`src/rtl/mem_req_ctrl_pkg.sv`:
```
// Shared definitions for the MEM-stage data SRAM request controller:
// FSM state encoding and access size codes.
package mem_req_ctrl_pkg;

  typedef enum logic [1:0] {
    ST_IDLE      = 2'd0,
    ST_WAIT_DATA = 2'd1,
    ST_DATA_HELD = 2'd2,
    ST_DISCARD   = 2'd3
  } mem_state_t;

  localparam logic [1:0] SIZE_B = 2'd0;
  localparam logic [1:0] SIZE_H = 2'd1;
  localparam logic [1:0] SIZE_W = 2'd2;

endpackage

```
`src/rtl/mem_strb_gen.sv`:
```
// Byte-lane strobe and write-data replication for a single aligned access.
module mem_strb_gen
  import mem_req_ctrl_pkg::*;
(
  input  logic        we,
  input  logic [1:0]  size,
  input  logic [1:0]  addr_lo,
  input  logic [31:0] wdata,
  output logic [3:0]  wstrb,
  output logic [31:0] wdata_rep
);

  always_comb begin
    wstrb     = 4'b0000;
    wdata_rep = wdata;
    case (size)
      SIZE_B: begin
        wstrb     = 4'b0001 << addr_lo;
        wdata_rep = {4{wdata[7:0]}};
      end
      SIZE_H: begin
        wstrb     = addr_lo[1] ? 4'b1100 : 4'b0011;
        wdata_rep = {2{wdata[15:0]}};
      end
      default: begin
        wstrb     = 4'b1111;
        wdata_rep = wdata;
      end
    endcase
    // Loads never write a lane, whatever their size.
    if (!we) wstrb = 4'b0000;
  end

endmodule

```
`src/rtl/mem_req_ctrl.sv`:
```
// Issues one data SRAM access at a time from EX and returns the response to
// MEM, holding the load word if WB stalls and discarding responses after flush.
module mem_req_ctrl
  import mem_req_ctrl_pkg::*;
(
  input  logic        clk,
  input  logic        reset,
  input  logic        ex_req_valid,
  input  logic        ex_req_we,
  input  logic [1:0]  ex_req_size,
  input  logic [31:0] ex_req_addr,
  input  logic [31:0] ex_req_wdata,
  output logic        ex_req_ready,
  input  logic        flush,
  input  logic        ms_is_mem,
  input  logic        ms_leave,
  output logic        ms_ready_go,
  output logic [31:0] ms_rdata,
  output logic        data_sram_req,
  output logic        data_sram_wr,
  output logic [1:0]  data_sram_size,
  output logic [3:0]  data_sram_wstrb,
  output logic [31:0] data_sram_addr,
  output logic [31:0] data_sram_wdata,
  input  logic        data_sram_addr_ok,
  input  logic        data_sram_data_ok,
  input  logic [31:0] data_sram_rdata,
  output logic [1:0]  state_dbg
);

  // Handshake: a request transfers on a cycle where data_sram_req and
  // data_sram_addr_ok are both high; EX keeps ex_req_* stable until then.
  mem_state_t  state, state_nxt;
  logic [31:0] hold_q;
  logic        capture;

  always_ff @(posedge clk) begin
    if (reset) state <= ST_IDLE;
    else       state <= state_nxt;
  end

  always_ff @(posedge clk) begin
    if (reset)        hold_q <= 32'd0;
    else if (capture) hold_q <= data_sram_rdata;
  end

  always_comb begin
    state_nxt = state;
    case (state)
      ST_IDLE:
        if (ex_req_ready) state_nxt = ST_WAIT_DATA;
      ST_WAIT_DATA:
        if (flush)                  state_nxt = data_sram_data_ok ? ST_IDLE : ST_DISCARD;
        else if (data_sram_data_ok) state_nxt = ms_leave ? ST_IDLE : ST_DATA_HELD;
      ST_DATA_HELD:
        if (flush || ms_leave) state_nxt = ST_IDLE;
      ST_DISCARD:
        if (data_sram_data_ok) state_nxt = ST_IDLE;
      default: state_nxt = ST_IDLE;
    endcase
  end

  always_comb begin
    data_sram_req = ex_req_valid && (state == ST_IDLE) && !flush && !reset;
    ex_req_ready  = data_sram_req && data_sram_addr_ok;
    capture       = (state == ST_WAIT_DATA) && data_sram_data_ok && !flush && !ms_leave;
    ms_ready_go   = !ms_is_mem
                  || ((state == ST_WAIT_DATA) && data_sram_data_ok)
                  || (state == ST_DATA_HELD);
    ms_rdata      = (state == ST_DATA_HELD) ? hold_q : data_sram_rdata;
    state_dbg     = state;
  end

  assign data_sram_wr   = ex_req_we;
  assign data_sram_size = ex_req_size;
  assign data_sram_addr = ex_req_addr;

  mem_strb_gen u_strb (
    .we        (ex_req_we),
    .size      (ex_req_size),
    .addr_lo   (ex_req_addr[1:0]),
    .wdata     (ex_req_wdata),
    .wstrb     (data_sram_wstrb),
    .wdata_rep (data_sram_wdata)
  );

endmodule

```
`config.mk`:
```
export PLATFORM = sky130hd
export DESIGN_NAME = mem_req_ctrl
export DESIGN_NICKNAME = d
export VERILOG_FILES = /design/src/rtl/mem_req_ctrl_pkg.sv /design/src/rtl/mem_strb_gen.sv /design/src/rtl/mem_req_ctrl.sv
export SDC_FILE = /design/constraint.sdc
export NUM_CORES = 1
export LEC_CHECK = 0
export CAP_MARGIN = 40
export CORE_MARGIN = 2
export CORE_UTILIZATION = 35
export DETAILED_ROUTE_END_ITERATION = 7
export PLACE_DENSITY = 0.95
export SLEW_MARGIN = 20
export SYNTH_ARGS = -nofsm -noshare
export SYNTH_HDL_FRONTEND = slang
export SYNTH_SLANG_ARGS = --single-unit
```
`constraint.sdc`:
```
create_clock -name clk -period 2.8 [get_ports clk]
set_clock_uncertainty 0.15 [all_clocks]
set_input_delay 0.56 -clock clk [delete_from_list [all_inputs] [get_ports clk]]
set_output_delay 0.56 -clock clk [all_outputs]
set_load 0.1 [all_outputs]
```
* Yosys cells after proc, flatten, opt, wreduce, memory -nomap -nowiden
Index checks and enable logic that the tools add are counted.
** Storage, ports and cells
- Output and inout bits :: 108
- Input port bits :: 107
- Word-level logic and storage cells :: 41
- Bits in registers :: 34
** Cells by class
- Eq/ne operators :: 8
- Reductions and logical operators :: 17
- Multiplexer cells :: 13
- Shifts and indexed selects :: 1
** Operators with widths (number)
- case mux 32 bit (2 select lines) :: 1
- two-way mux 32 bit :: 1
- two-way mux 2 bit :: 7
- two-way mux 4 bit :: 2
- case mux 2 bit (4 select lines) :: 1
- case mux 4 bit (2 select lines) :: 1
- logical AND 1 bit :: 7
- inequality test 2 bit, second input constant :: 3
- == test 2 x 1 -> 1 bit, second input constant :: 2
- == test 2 bit, second input constant :: 2
- zero test 1 bit :: 4
- zero test 2 bit :: 2
- AND reduction 4 bit :: 1
- left shift 1 x 2 -> 4 bit, first input constant :: 1
- logical OR 1 bit :: 3
- inequality test 3 bit, second input constant :: 1

* Longest topological paths before layout
- Depth after elaboration :: 7
- Depth in mapped cells :: 5

* Cells and area by module
Synthesis repeated with hierarchy kept, for this count alone.
** Unflattened totals
- Cell total of the unflattened synthesis :: 291
- Area, all modules :: 2567.5 um^2
** By module, submodules not included
- mem_req_ctrl :: area an instance 2053.2 um^2, sequential area each 680.7 um^2, cells an instance 227, times used 1
- mem_strb_gen :: area an instance 514.2 um^2, sequential area each 0.0 um^2, cells an instance 64, times used 1

* Worst setup path after synthesis
No wires, ideal clock.
- Path kind :: register -> output
- Start :: register state[0], in the netlist state_dbg[0]
- End :: output port ex_req_ready
- Data arrival time :: 4.857 ns
- Path buffers :: 0
- Slack :: -2.767 ns
- Cell stages (with the launch flop) :: 3
- Cells stage by stage :: dfxtp_1 nor4_1 and2_1
** Between the ends
- Longest elaborated chain between the ends :: 5
** RTL lines
- from (decl) :: line mem_req_ctrl.sv:33 : mem_state_t state, state_nxt;
- from (signal assigned) :: line mem_req_ctrl.sv:39 : else state <= state_nxt;
- zero test 2 bit :: line mem_req_ctrl.sv:64 : data_sram_req = ex_req_valid && (state == ST_IDLE) && !flush && !reset;
- logical AND 1 bit (3 in series) :: line mem_req_ctrl.sv:64
- net data_sram_req :: line mem_req_ctrl.sv:19 : output logic data_sram_req,
- logical AND 1 bit :: line mem_req_ctrl.sv:65 : ex_req_ready = data_sram_req && data_sram_addr_ok;
- to (decl) :: line mem_req_ctrl.sv:13 : output logic ex_req_ready,
The timed path passes the listed nets, and every way through them passes these cells.

* Worst setup path after layout
- Start :: input port ex_req_size[1]
- End :: output port data_sram_wdata[16]
** Between the ends
- Longest elaborated chain between the ends :: 2
- Elaborated cells between the ends (all ways) :: 3
- Classes of those cells :: eq/ne: 1; mux: 1; reduce/logical: 1
** RTL lines
- from (decl) :: line mem_req_ctrl.sv:10 : input logic [1:0] ex_req_size,
- == test 2 x 1 -> 1 bit or zero test 2 bit (tied branches) :: line mem_strb_gen.sv:16 : case (size)
- case mux 32 bit (2 select lines) * :: line mem_strb_gen.sv:16
- to (decl) :: line mem_req_ctrl.sv:24 : output logic [31:0] data_sram_wdata,
Mark *: on every way between the ends. The rest lies on a longest branch, timed or not.

==> flow_summary_export.csv <==
group,metric,value,unit
run_status,status,"completed",
place,portBuffers,154,
timing,setup_viol,0,
die,rows,30,
timing,slew_viol_final,0,
yosys,ys_seq_area_share,26.9,%
timing,rsz0062_at_grt,"no",
critical_path,startpoint_type,"input port",
clock_network,cts_buffer_depth,2,
detailed_routing,drt_wl_total,8280,um
timing,post-route-period-util,94.5,%
clock_network,hold_buffers,0,
die,die_h,89.0,um
clock_network,cts.sinks,34,
cells_and_area,fillCellCount,500,
cells_and_area,area_growth,87.6,%
cells_and_area,antenna_cells,0,
yosys,synth_area_leaders,"dfxtp_1 (27%), mux2_1 (21%), mux2i_1 (16%)",
critical_path,max_stage_delay,0.54,ns
critical_path,worstPathCellList,"clkdlybuf4s50_1, buf_4, mux2_1, buf_12",
detailed_routing,drc,0,
grt,grt_use_total,20.7,%
die,initial_core_util,36.6,%
clock_network,cts_made_buffers,5,
timing,setup_slack,0.154,ns
hold_path,hp-class,"register to register",
grt,grt_max_degree,41,
die,die_area,7910,um^2
critical_path,required,2.09,ns
clock_network,cts_resized,0,
timing,hold_viol,0,
critical_path,endpoint_kind,"output pin",
grt,gr-total-overflow,0,
place,place_area,4650,um^2
critical_path,slowest_stage,"clkdlybuf4s50_1",
place,place.gp.congestion,0.742,
critical_path,worstPathMaxFanout,17,
yosys,synth_nets,398,
hold_path,min_to,"hold_q[18]",
detailed_routing,ant_nets,0,
timing,fmax,0.378,GHz
critical_path,worstPathArrival,1.94,ns
yosys,yosys.area.top_type,"dfxtp_1",
yosys,synth_top_cell_area_share,26.9,%
hold_path,min_from,"hold_q[18]",
clock_network,h-tree-depth,2,
yosys,synthTopCellsByCount,"nand2_1 (72), mux2_1 (48), buf_4 (43), mux2i_1 (40), dfxtp_1 (34)",
detailed_routing,viasPerCell,4.90,
yosys,synth_area,2530,um^2
critical_path,r2r-start,"state_dbg[1]",
detailed_routing,drt_iter0_markers,43,
clock_network,root_buffer,"clkbuf_8",
yosys,synth-seq-cells,34,
clock_network,clock_insertion_delay_worst_skew,0.27,ns
yosys,synth.most_common_cell,"nand2_1",
detailed_routing,vias,2442,
yosys,avgSynthCellArea,8.68,um^2
cells_and_area,post-route-util,68.6,%
timing,min_period,2.65,ns
place,dp_cells,490,
grt,grt_pass1_vias,2638,
critical_path,worst-path-stages,4,
die,fp.dieW,89.0,um
timing,max-slew-margin-rel,71.8,%
clock_network,cts_tree,"done",
cells_and_area,layout-drive-gt1-share,25.9,%
clock_network,path_clk_slew,0.07,ns
timing,hold_ws,0.305,ns
power,power,1.98,mW
place,dp_hpwl,6870,um
place,pre_cts_ws,0.153,ns
power,total_leakage_power,1.89,nW
die,core_area,6910,um^2
power,vdd_drop_max,0.308,mV
detailed_routing,wire_per_inst,16.6,um
yosys,synth.distinct_cells,27,
yosys,yosys_warnings,0,
yosys,ys_async_sr_fraction,0,%
critical_path,r2r_end,"hold_q[29]",
critical_path,setup.worst_path.class,"input port to output pin",
cells_and_area,nets,508,
critical_path,rrSetupSlack,1.28,ns
detailed_routing,drtPass1Iterations,4,
hold_path,hold-path-cell-count,2,
cells_and_area,stdcell_count,498,
grt,grt_pass1_wl,12700,um
critical_path,rr_worst_depth,4,
yosys,synth_flop_cell,"dfxtp_1",
timing,final.setup.tns,0,ns
grt,antenna_found_initial,0,
power,powerDensity,418,nW/um^2
clock_network,cts_setup_buffers,0,
yosys,synth_edf_count,0,
critical_path,critPathBufInv,3,
cells_and_area,stdcell_area,4740,um^2
die,io_pins,215,
critical_path,crit_family,"buffers and inverters",
yosys,netlist_instances,291,
flow_run,drv_cap,0,
timing,tightest_slew,0.422,ns
==> per-layer routing <==
metal | GRT usage (%) | share of wire [%] | vias up
met1 | 20.8 | 33 | 1135
met3 | 5.72 | 8.7 | 25
met2 | 39.2 | 55 | 128
li1 | - | - | 1154
met4 | 9.91 | 3.5 | 0
met5 | 0 | 0 | -
==> how the worst max path moves through the flow <==
stage | slack [ns] | to | start
after floorplan | -0.22 | data_sram_wdata[24] | ex_req_size[1]
after global placement | 0.17 | data_sram_wdata[9] | ex_req_size[1]
after detailed placement | 0.15 | data_sram_wdata[16] | ex_req_size[1]
after CTS | 0.15 | data_sram_wdata[16] | ex_req_size[1]
after global routing | 0.12 | data_sram_wdata[16] | ex_req_size[1]
final | 0.15 | data_sram_wdata[16] | ex_req_size[1]
==> registers in the layout, summed over array words and instances, names as in the netlist <==
signal / cells
state_dbg: 2
hold_q: 32
==> worst min-delay path, stage by stage (launching register included) <==
cell and delay (ns):
dfxtp_1 0.31, nand2_1 0.05, mux2i_1 0.05
==> cells by family (layout without fill, tap and decap cells) <==
family                 after synthesis  count (layout)  share of synthesized area [%]
muxes                               88              88                           37.2
AOI/OAI and AO/OA                   16              16                           3.52
and+or+nand+nor                     90              90                           15.3
DFF                                 34              34                           26.9
buffers and inverters               63             174                           17.0
==> cells in the final DEF (no fill, tap or decap), types with 2 or more instances in the layout <==
cell             instances
mux2_1                  48
buf_12                  78
nor2b_2                  2
dfxtp_2                  2
buf_4                   10
nand2b_1                 3
mux2i_1                 40
clkbuf_8                 6
o21ai_1                  9
nor2_1                   3
o21a_1                   2
dfxtp_1                 32
a21oi_1                  3
nand2_1                 72
clkdlybuf4s50_1         76
nor2b_1                  2
==> report_power, final <==
| part | leakage, nW | total (mW) | switching [mW] | internal [mW] |
|---|---|---|---|---|
| logic | 1.57 | 1.12 | 0.699 | 0.418 |
| clock network | 0.0482 | 0.373 | 0.175 | 0.198 |
| registers | 0.275 | 0.490 | 0.00291 | 0.487 |
==> cell type report <==
cell class,count,area [um^2],area share (%)
repair buffers,164,2400,50.6
clock inverters,1,5.00,0.106
flip-flops and latches,34,683,14.4
inverters,2,7.51,0.158
well taps,96,120,2.53
multi-input cells,194,1440,30.4
clock buffers,7,86.3,1.82
(Power assumes the default switching activity.)
